$ cat config.mk
export PLATFORM = sky130hd
export DESIGN_NAME = vx_stream_packet_switch
export DESIGN_NICKNAME = d
export VERILOG_FILES = /design/src/rtl/vx_stream_packet_switch.sv
export SDC_FILE = /design/constraint.sdc
export NUM_CORES = 1
export LEC_CHECK = 0
export BUFFER_PORTS_ARGS = -buffer_cell sky130_fd_sc_hd__buf_4
export CAP_MARGIN = 25
export CORE_ASPECT_RATIO = 1.2
export CORE_MARGIN = 2
export CORE_UTILIZATION = 50
export CTS_CLUSTER_SIZE = 40
export DETAILED_ROUTE_END_ITERATION = 8
export GPL_TIMING_DRIVEN = 0
export PLACE_DENSITY = 0.72
export SLEW_MARGIN = 20
export SYNTH_ARGS = -nofsm -noshare
export SYNTH_HDL_FRONTEND = slang
export SYNTH_SLANG_ARGS = --single-unit
$ cat constraint.sdc
create_clock -name clk -period 5.5 [get_ports clk]
set_input_delay 1.1 -clock clk [delete_from_list [all_inputs] [get_ports clk]]
set_output_delay 1.1 -clock clk [all_outputs]
set_load 0.01 [all_outputs]
$ cat src/rtl/vx_stream_packet_switch.sv
// Packet-aware stream crossbar. Each input routes whole packets to one output.
// Each output arbitrates round-robin between packets and stays locked to one
// input until that input's last beat. OUT_BUF selects a combinational output
// path (0) or a 2-entry registered buffer per output (1).
//
// Per-input packet FSM:
//   state   | meaning
//   IN_IDLE | between packets; beats are routed by the live sel_in
//   IN_BUSY | inside a packet; beats follow the destination latched on beat 0
module vx_stream_packet_switch #(
  parameter int NUM_INPUTS  = 4,
  parameter int NUM_OUTPUTS = 4,
  parameter int DATAW       = 32,
  parameter int OUT_BUF     = 1,
  localparam int DSTW = (NUM_OUTPUTS > 1) ? $clog2(NUM_OUTPUTS) : 1,
  localparam int SRCW = (NUM_INPUTS > 1) ? $clog2(NUM_INPUTS) : 1
) (
  input  logic                                clk,
  input  logic                                reset,
  input  logic [NUM_INPUTS-1:0]               valid_in,
  input  logic [NUM_INPUTS-1:0][DATAW-1:0]    data_in,
  input  logic [NUM_INPUTS-1:0]               last_in,
  input  logic [NUM_INPUTS-1:0][DSTW-1:0]     sel_in,
  output logic [NUM_INPUTS-1:0]               ready_in,
  output logic [NUM_OUTPUTS-1:0]              valid_out,
  output logic [NUM_OUTPUTS-1:0][DATAW-1:0]   data_out,
  output logic [NUM_OUTPUTS-1:0]              last_out,
  output logic [NUM_OUTPUTS-1:0][SRCW-1:0]    src_out,
  input  logic [NUM_OUTPUTS-1:0]              ready_out
);

  typedef enum logic {
    IN_IDLE = 1'b0,
    IN_BUSY = 1'b1
  } in_state_e;

  // Input-side packet state
  in_state_e           in_state_q [NUM_INPUTS];
  in_state_e           in_state_d [NUM_INPUTS];
  logic [DSTW-1:0]     in_dst_q   [NUM_INPUTS];
  logic [DSTW-1:0]     in_dst_d   [NUM_INPUTS];

  // Output-side lock / owner / round-robin pointer
  logic [NUM_OUTPUTS-1:0] lock_q, lock_d;
  logic [SRCW-1:0]        owner_q [NUM_OUTPUTS];
  logic [SRCW-1:0]        owner_d [NUM_OUTPUTS];
  logic [SRCW-1:0]        ptr_q   [NUM_OUTPUTS];
  logic [SRCW-1:0]        ptr_d   [NUM_OUTPUTS];

  // Routing and arbitration results
  logic [DSTW-1:0]        eff_dst [NUM_INPUTS];
  logic [NUM_INPUTS-1:0]  drop;
  logic [NUM_INPUTS-1:0]  req     [NUM_OUTPUTS];
  logic [NUM_OUTPUTS-1:0] gnt_vld;
  logic [SRCW-1:0]        gnt_idx [NUM_OUTPUTS];
  logic [DATAW-1:0]       win_data [NUM_OUTPUTS];
  logic [NUM_OUTPUTS-1:0] win_last;
  logic [NUM_OUTPUTS-1:0] os_rdy;
  logic [NUM_OUTPUTS-1:0] xfer;

  // Destination of each input and its per-output request vector; a beat from
  // an idle input aimed past the last output is swallowed without routing.
  always_comb begin
    for (int i = 0; i < NUM_INPUTS; i++) begin
      eff_dst[i] = (in_state_q[i] == IN_BUSY) ? in_dst_q[i] : sel_in[i];
      drop[i]    = valid_in[i] && (in_state_q[i] == IN_IDLE)
                   && (int'(sel_in[i]) >= NUM_OUTPUTS);
    end
    for (int o = 0; o < NUM_OUTPUTS; o++) begin
      req[o] = '0;
      for (int i = 0; i < NUM_INPUTS; i++) begin
        req[o][i] = valid_in[i] && !drop[i] && (int'(eff_dst[i]) == o);
      end
    end
  end

  // Per-output grant: owner only while locked, otherwise first requester at or
  // after the priority pointer. The descending loop lets the lowest offset win.
  always_comb begin
    int idx;
    idx = 0;
    for (int o = 0; o < NUM_OUTPUTS; o++) begin
      gnt_vld[o] = 1'b0;
      gnt_idx[o] = '0;
      if (lock_q[o]) begin
        if (req[o][owner_q[o]]) begin
          gnt_vld[o] = 1'b1;
          gnt_idx[o] = owner_q[o];
        end
      end else begin
        for (int k = NUM_INPUTS - 1; k >= 0; k--) begin
          idx = (int'(ptr_q[o]) + k) % NUM_INPUTS;
          if (req[o][idx]) begin
            gnt_vld[o] = 1'b1;
            gnt_idx[o] = SRCW'(idx);
          end
        end
      end
    end
  end

  // Winner payload mux and the transfer strobe into the output stage
  always_comb begin
    for (int o = 0; o < NUM_OUTPUTS; o++) begin
      win_data[o] = data_in[gnt_idx[o]];
      win_last[o] = last_in[gnt_idx[o]];
      xfer[o]     = gnt_vld[o] && os_rdy[o];
    end
  end

  // Input ready: granted and output stage can take it, or a dropped beat.
  // Held low throughout reset.
  always_comb begin
    for (int i = 0; i < NUM_INPUTS; i++) begin
      ready_in[i] = drop[i];
      for (int o = 0; o < NUM_OUTPUTS; o++) begin
        if (gnt_vld[o] && os_rdy[o] && (gnt_idx[o] == SRCW'(i))) begin
          ready_in[i] = 1'b1;
        end
      end
      ready_in[i] = ready_in[i] && reset;
    end
  end

  // Next-state for input packet FSMs and output lock/pointer registers
  always_comb begin
    for (int i = 0; i < NUM_INPUTS; i++) begin
      in_state_d[i] = in_state_q[i];
      in_dst_d[i]   = in_dst_q[i];
      if (valid_in[i] && ready_in[i] && !drop[i]) begin
        case (in_state_q[i])
          IN_IDLE: begin
            if (!last_in[i]) begin
              in_state_d[i] = IN_BUSY;
              in_dst_d[i]   = sel_in[i];
            end
          end
          IN_BUSY: begin
            if (last_in[i]) begin
              in_state_d[i] = IN_IDLE;
            end
          end
          default: in_state_d[i] = IN_IDLE;
        endcase
      end
    end
    for (int o = 0; o < NUM_OUTPUTS; o++) begin
      lock_d[o]  = lock_q[o];
      owner_d[o] = owner_q[o];
      ptr_d[o]   = ptr_q[o];
      if (xfer[o]) begin
        if (win_last[o]) begin
          lock_d[o] = 1'b0;
          ptr_d[o]  = (int'(gnt_idx[o]) == NUM_INPUTS - 1) ? '0
                                                            : gnt_idx[o] + SRCW'(1);
        end else begin
          lock_d[o]  = 1'b1;
          owner_d[o] = gnt_idx[o];
        end
      end
    end
  end

  // State registers; reset drops any packet in flight
  always_ff @(posedge clk or negedge reset) begin
    if (!reset) begin
      for (int i = 0; i < NUM_INPUTS; i++) begin
        in_state_q[i] <= IN_IDLE;
        in_dst_q[i]   <= '0;
      end
      lock_q <= '0;
      for (int o = 0; o < NUM_OUTPUTS; o++) begin
        owner_q[o] <= '0;
        ptr_q[o]   <= '0;
      end
    end else begin
      for (int i = 0; i < NUM_INPUTS; i++) begin
        in_state_q[i] <= in_state_d[i];
        in_dst_q[i]   <= in_dst_d[i];
      end
      lock_q <= lock_d;
      for (int o = 0; o < NUM_OUTPUTS; o++) begin
        owner_q[o] <= owner_d[o];
        ptr_q[o]   <= ptr_d[o];
      end
    end
  end

  if (OUT_BUF != 0) begin : g_buf
    for (genvar o = 0; o < NUM_OUTPUTS; o++) begin : g_out
      logic [DATAW-1:0] mem_data [2];
      logic [SRCW-1:0]  mem_src  [2];
      logic [1:0]       mem_last;
      logic             wr_ptr;
      logic             rd_ptr;
      logic [1:0]       count;
      logic             push;
      logic             pop;

      // Two entries let the buffer accept every cycle under continuous ready
      assign os_rdy[o]    = (count != 2'd2);
      assign push         = xfer[o];
      assign pop          = valid_out[o] && ready_out[o];
      assign valid_out[o] = reset && (count != 2'd0);
      assign data_out[o]  = mem_data[rd_ptr];
      assign last_out[o]  = mem_last[rd_ptr];
      assign src_out[o]   = mem_src[rd_ptr];

      // Occupancy and pointers
      always_ff @(posedge clk or negedge reset) begin
        if (!reset) begin
          count  <= 2'd0;
          wr_ptr <= 1'b0;
          rd_ptr <= 1'b0;
        end else begin
          if (push) wr_ptr <= ~wr_ptr;
          if (pop)  rd_ptr <= ~rd_ptr;
          case ({push, pop})
            2'b10:   count <= count + 2'd1;
            2'b01:   count <= count - 2'd1;
            default: count <= count;
          endcase
        end
      end

      // Payload storage; contents are don't-care while empty
      always_ff @(posedge clk) begin
        if (push) begin
          mem_data[wr_ptr] <= win_data[o];
          mem_last[wr_ptr] <= win_last[o];
          mem_src[wr_ptr]  <= gnt_idx[o];
        end
      end
    end
  end else begin : g_nobuf
    for (genvar o = 0; o < NUM_OUTPUTS; o++) begin : g_out
      assign os_rdy[o]    = ready_out[o];
      assign valid_out[o] = reset && gnt_vld[o];
      assign data_out[o]  = win_data[o];
      assign last_out[o]  = win_last[o];
      assign src_out[o]   = gnt_idx[o];
    end
  end

endmodule
* Word-level counts from Yosys, hierarchy flattened *
Memory sizes are Yosys's and may differ from the RTL's.
Cells that the tools add are included.

storage, ports and cells
  memories = 8
  output and inout bits = 148
  bits in writable memories = 272
  input bits = 150
  bits in registers = 56
  word-level logic and storage cells = 452

memory list
  name                     depth  width  rd ports  clocked after memory_dff  write ports  line  RTL
  g_buf.g_out[0].mem_data  2      32     1         0                         1            191   logic [DATAW-1:0] mem_data [2];
  g_buf.g_out[1].mem_data  2      32     1         0                         1            191
  g_buf.g_out[2].mem_data  2      32     1         0                         1            191
  g_buf.g_out[3].mem_data  2      32     1         0                         1            191
  g_buf.g_out[0].mem_src   2      2      1         0                         1            192   logic [SRCW-1:0] mem_src [2];
  g_buf.g_out[1].mem_src   2      2      1         0                         1            192
  +2 memories              -      -      -         -                         -            -

operators by class
  muxes and demuxes = 180
  $lt $le $gt $ge = 36
  bitwise operators = 32
  $add $sub $neg = 24
  equality and inequality tests = 40
  reduce and logical (&&, ||, !) cells = 96

operators with widths
  cell                                                         count
  binary-select mux 32 bit (select 2 bit)                      4
  2-to-1 mux 32 bit                                            4
  2-to-1 mux 1 bit                                             104
  2-to-1 mux 2 bit                                             32
  logical AND 1 bit                                            56
  binary-select mux 1 bit (select 2 bit)                       24
  less-than comparator 3 x 4 -> 1 bit (second input constant)  12
  == test 2 bit (second input constant)                        20
  less-than comparator 2 x 3 -> 1 bit (second input constant)  12
  == test 2 x 1 -> 1 bit (second input constant)               16
  adder 2 x 1 -> 2 bit (second input constant)                 12
  OR reduction 2 bit                                           12
  NOT 1 bit                                                    20
  adder 2 bit (second input constant)                          8
  logical NOT 2 bit                                            8
  less-than comparator 1 x 2 -> 1 bit (second input constant)  8
  one-hot mux 2 bit (2 select lines)                           4
  AND reduction 2 bit                                          8
  nonzero test 2 bit                                           8
  AND 1 bit (first input constant)                             12
  AND reduction 3 bit                                          4
  bitwise mux 2 bit                                            4
  inequality test 2 bit (second input constant)                4
  subtractor 2 x 1 -> 2 bit (second input constant)            4
  2 further kinds                                              8

* Longest topological paths before layout *
  depth after elaboration = 20
  depth in mapped cells = 15
  mapped depth without buffers = 12

* Least setup slack after synthesis *
No wires, ideal clock.

  path type = input to output
  from = input valid_in[2]
  to = output ready_in[2]
  buffers on the path = 4
  data required time = 4.400 ns
  arrival time = 3.779 ns
  stages = 14
  setup slack = 0.621 ns
  cells stage by stage = buf_2 -> and4b_1 -> or2_1 -> nor3_1 -> o21ai_0 -> a2111oi_2 -> or2_2 -> clkbuf_1 -> buf_2 -> buf_2 -> inv_1 -> ha_1 -> a32o_1 -> o21a_1

RTL lines
  item                line  RTL
  start: declaration  20    input logic [NUM_INPUTS-1:0] valid_in,
  end: declaration    24    output logic [NUM_INPUTS-1:0] ready_in,

* Worst setup path in the final report *
  from = input sel_in[4] (netlist name)
  to = output ready_in[3]

between the ends
  cells in the longest elaborated chain, start to end = 18
  elaborated cells between the ends (all ways) = 126
  classes of those cells = eq/ne: 7; mux: 105; reduce/logical: 14

ends and longest elaborated chain
  item                                                                      line  RTL
  start: declaration                                                        23    input logic [NUM_INPUTS-1:0][DSTW-1:0] sel_in,
  2-to-1 mux 2 bit (*)                                                      65    eff_dst[i] = (in_state_q[i] == IN_BUSY) ? in_dst_q[i] : sel_in[i];
  logical NOT 2 bit                                                         72    req[o][i] = valid_in[i] && !drop[i] && (int'(eff_dst[i]) == o);
  logical AND 1 bit                                                         72
  binary-select mux 1 bit (select 2 bit)                                    93    if (req[o][idx]) begin
  2-to-1 mux 1 bit (implied by the code) (2 in a row)                       93
  2-to-1 mux 2 bit / 2-to-1 mux 1 bit (equally long branches) (4 in a row)  93
  2-to-1 mux 2 bit / 2-to-1 mux 1 bit (equally long branches)               85    if (lock_q[o]) begin
  == test 2 bit / logical AND 1 bit (equally long branches)                 117   if (gnt_vld[o] && os_rdy[o] && (gnt_idx[o] == SRCW'(i))) begin
  logical AND 1 bit                                                         117
  2-to-1 mux 1 bit (3 in a row)                                             117
  2-to-1 mux 1 bit (*)                                                      117
  logical AND 1 bit (*)                                                     121   ready_in[i] = ready_in[i] && reset;

Mark *: on every way between the ends. The rest lies on a longest branch, timed or not. The select of a mux whose other input is x is not followed.

==> flow_summary_export.csv <==
group,metric,value,unit
floorplan,die_h,211,um
synthesis,avgSynthCellArea,11.6,sq um
clocking,clk_latency,540,ps
run_status,status,"finished clean",
clocking,cts.sinks,328,
floorplan,dieArea,37400,sq um
power_and_ir_drop,p_leak,8.53,nW
drt,drcViolationCount,0,
global_route,overflow,0,
drt,drt_wl_total,60.2,mm
power_and_ir_drop,powerDensity,576,nW/um^2
sta,fin_crit_sh,97.8,%
synthesis,synth_edf_count,280,
clocking,clock_path_buffers,3,
clocking,clk_pin_slew_worst_paths,60,ps
sta,rsz0062_at_grt,"yes",
placed_design,place.gp.congestion,0.963,
placed_design,dp_hpwl,43.4,mm
floorplan,initial_core_util,50.9,%
sta,fin_skew,19.1,ps
critical_path,cpMaxStageDelayCell,"nor4b_2",
sta,fin_ws,119,ps
final_layout,finalNetCount,2049,
clocking,cts_tree,"done",
critical_path,crit_chain,"buf_4 -> nor4b_2 -> nor2_1 -> o31ai_1 -> o32ai_4 -> buf_2 -> buf_2 -> ha_1 -> o2bb2ai_1 -> a31o_2 -> nor2_1 -> nor2_1 -> buf_4",
run,cap_violations,0,
synthesis,synthCells,1543,
power_and_ir_drop,power,12.8,mW
critical_path,critPathMaxStageDelay,660,ps
sta,slew_violations,0,
placed_design,io_buffers,294,
synthesis,synthArstFlopShare,14.6,%
floorplan,core-area,35200,sq um
critical_path,startpoint_type,"primary input",
sta,fin_tns_setup,0,ps
synthesis,yosysWarnings,0,
floorplan,ios,298,
synthesis,synth_cell_types,87,
drt,vias_per_cell,6.14,
drt,detail-route-antenna-nets,0,
sta,fmax,0.186,GHz
critical_path,critPathArrivalTime,4280,ps
drt,drtIter0Drc,1831,
sta,tightest_slew,889,ps
sta,hold_ws,485,ps
critical_path,cp_max_fo,10,
power_and_ir_drop,peakVddDrop,0.000307,V
synthesis,synth_top_area_share,46.9,%
clocking,htree_num_levels,2,
global_route,track_usage,31.6,%
sta,slew_headroom,40.8,%
global_route,grt_pass1_vias,14127,
drt,routedWlPerCell,25.3,um
final_layout,drive_gt1_share,33.9,%
synthesis,ys_ff_latch,328,
synthesis,synth_area,17900,sq um
global_route,grt_start_max_net_pins,50,
global_route,grt_antenna_before_repair,4,
clocking,cts-root-buf,"clkbuf_16",
drt,drt_pass1_iterations,6,
floorplan,die_w,177,um
critical_path,crit_type,"primary input to output pin",
hold_path,min_path_type,"flip-flop to flip-flop",
sta,min_period,5380,ps
final_layout,syn_to_final_growth,23.9,%
floorplan,fp-row-count,75,
critical_path,cp-end-kind,"output pin",
synthesis,synth_area_leaders,"edfxtp_1 47%, mux2_2 13%, dfrtp_1 6.7%, mux2i_1 4.6%, nand2_1 4.6%",
clocking,cts_buffers,35,
sta,setup_violations,0,
synthesis,synth_top_cell_by_area,"edfxtp_1",
drt,vias,14606,
final_layout,fillers,2800,
global_route,grt_pass1_wl,86.7,mm
synthesis,seq_area_frac_synth,53.6,%
critical_path,crit_top_cell,"nor2_1",
synthesis,synth_fp_nets,1703,
placed_design,pre_cts_slack,-284,ps
synthesis,synth_flop_cell,"edfxtp_1",
sta,hold_violations,0,
critical_path,cp.required,4400,ps
==> flip-flops by register name, summed over array words and instances (netlist names) <==
register and cells:
lock_q 4, g_buf.g_out.mem_data 256, owner_q 8, in_dst_q 8, g_buf.g_out.mem_last 8, g_buf.g_out.mem_src 16
g_buf.g_out.count 8, g_buf.g_out.wr_ptr 4, in_state_q 4, g_buf.g_out.rd_ptr 4, ptr_q 8
==> metal layers <==
metal | up-vias | part of all wire, % | GRT usage (%)
met5 | - | 0.043 | 0
met4 | 4 | 6.0 | 17.6
met3 | 179 | 9.5 | 6.63
met2 | 885 | 47 | 51.1
met1 | 7098 | 37 | 39.5
li1 | 6440 | - | -
==> cell usage after synthesis (11+ instances only) <==
master / number
inv_1: 30
a21oi_1: 78
dfrtp_1: 48
nor3_1: 11
mux2_1: 16
mux2_2: 208
o21ai_0: 21
clkbuf_1: 57
edfxtp_1: 280
buf_2: 33
a31oi_1: 72
buf_1: 11
mux2i_1: 83
a211oi_1: 34
and2_1: 41
and3_1: 32
nand2_1: 218
nor2_1: 108
xnor2_1: 14
==> per-stage QoR <==
step                      util (%)  std cells  area [sq um]
final                         63.1       2377         22200
after global routing          63.1       2374         22200
after CTS                     62.9       2368         22100
after detailed placement      59.6       2308         21000
after global placement        58.9       2299         20700
after floorplan                  -       1543         17900
==> cells in the final DEF (no fill, tap or decap), drive strengths merged, types with 3 or more instances in the layout <==
master	count
a21oi	78
buf	354
a2111oi	3
and2	43
nor2	108
nor3b	3
xnor2	14
nand2b	4
ha	10
or2	3
nor2b	3
dfrtp	48
clkbuf	99
nand2	219
nor3	12
o21a	3
nand4	8
xor2	7
a2bb2oi	3
mux2	224
inv	36
nor4b	5
clkinv	12
and4b	7
diode	3
o21ai	26
bufinv	4
o22ai	3
edfxtp	280
nand4b	5
o32ai	3
and4bb	8
mux2i	83
and3	32
o21bai	3
nor4	3
a31oi	74
a211oi	35
o211ai	4
==> logic make-up after synthesis <==
| logic type | after synthesis | synth area share (%) |
|---|---|---|
| AOI/OAI and AO/OA | 266 | 9.90 |
| xor gates and xnor gates | 21 | 1.03 |
| adders and majority gates | 10 | 0.698 |
| buffers and inverters | 138 | 3.16 |
| DFF | 328 | 53.6 |
| muxes | 309 | 19.0 |
| and+or+nand+nor | 471 | 12.7 |
==> critical path: cells and delay by family <==
kind / cells / cell delay (ps)
adder cells (fa/ha/maj): 1 / 260
AO/OA/AOI/OAI: 4 / 1100
AND/OR/NAND/NOR: 4 / 950
buffers and inverters: 4 / 830
==> timing repair <==
action,in CTS,in global routing
pin swaps,1,2
endpoints found under the setup margin,4,4
setup buffers,1,6
endpoints found under the hold margin,0,0
resized for setup,4,8
hold buffers,0,0
==> final timing paths <==
path | slack, ps | startpoint | cells after the start | to
min reg2reg | 490 | g_buf.g_out[0].count[1]$_DFFE_PN0P_ | 1 | g_buf.g_out[0].count[1]$_DFFE_PN0P_
min in group asynchronous | 580 | reset | 1 | g_buf.g_out[0].count[1]$_DFFE_PN0P_
max in group asynchronous | 4420 | reset | 1 | g_buf.g_out[3].count[1]$_DFFE_PN0P_
max | 120 | sel_in[4] | 13 | ready_in[3]
min | 490 | g_buf.g_out[0].count[1]$_DFFE_PN0P_ | 1 | g_buf.g_out[0].count[1]$_DFFE_PN0P_
max reg2reg | 1620 | in_state_q[1]$_DFFE_PN0P_ | 12 | in_dst_q[1]$_DFFE_PN0P_
==> area by class of cell <==
type	count	area, sq um	area share, %
flip-flops and latches	328	9610	43.3
clock inverters	18	203	0.913
multi-input cells	1077	7830	35.2
plain buffers	101	443	1.99
well taps	462	578	2.60
clock buffers	42	933	4.20
diodes	3	7.51	0.0338
repair buffers	310	2470	11.1
inverters	36	135	0.609
==> power by group <==
group | total, mW | internal [mW] | switching (mW)
logic | 6.16 | 2.57 | 3.59
registers | 4.25 | 3.95 | 0.302
clock network | 2.38 | 1.40 | 0.984
Power figures use the tool's default switching activity.
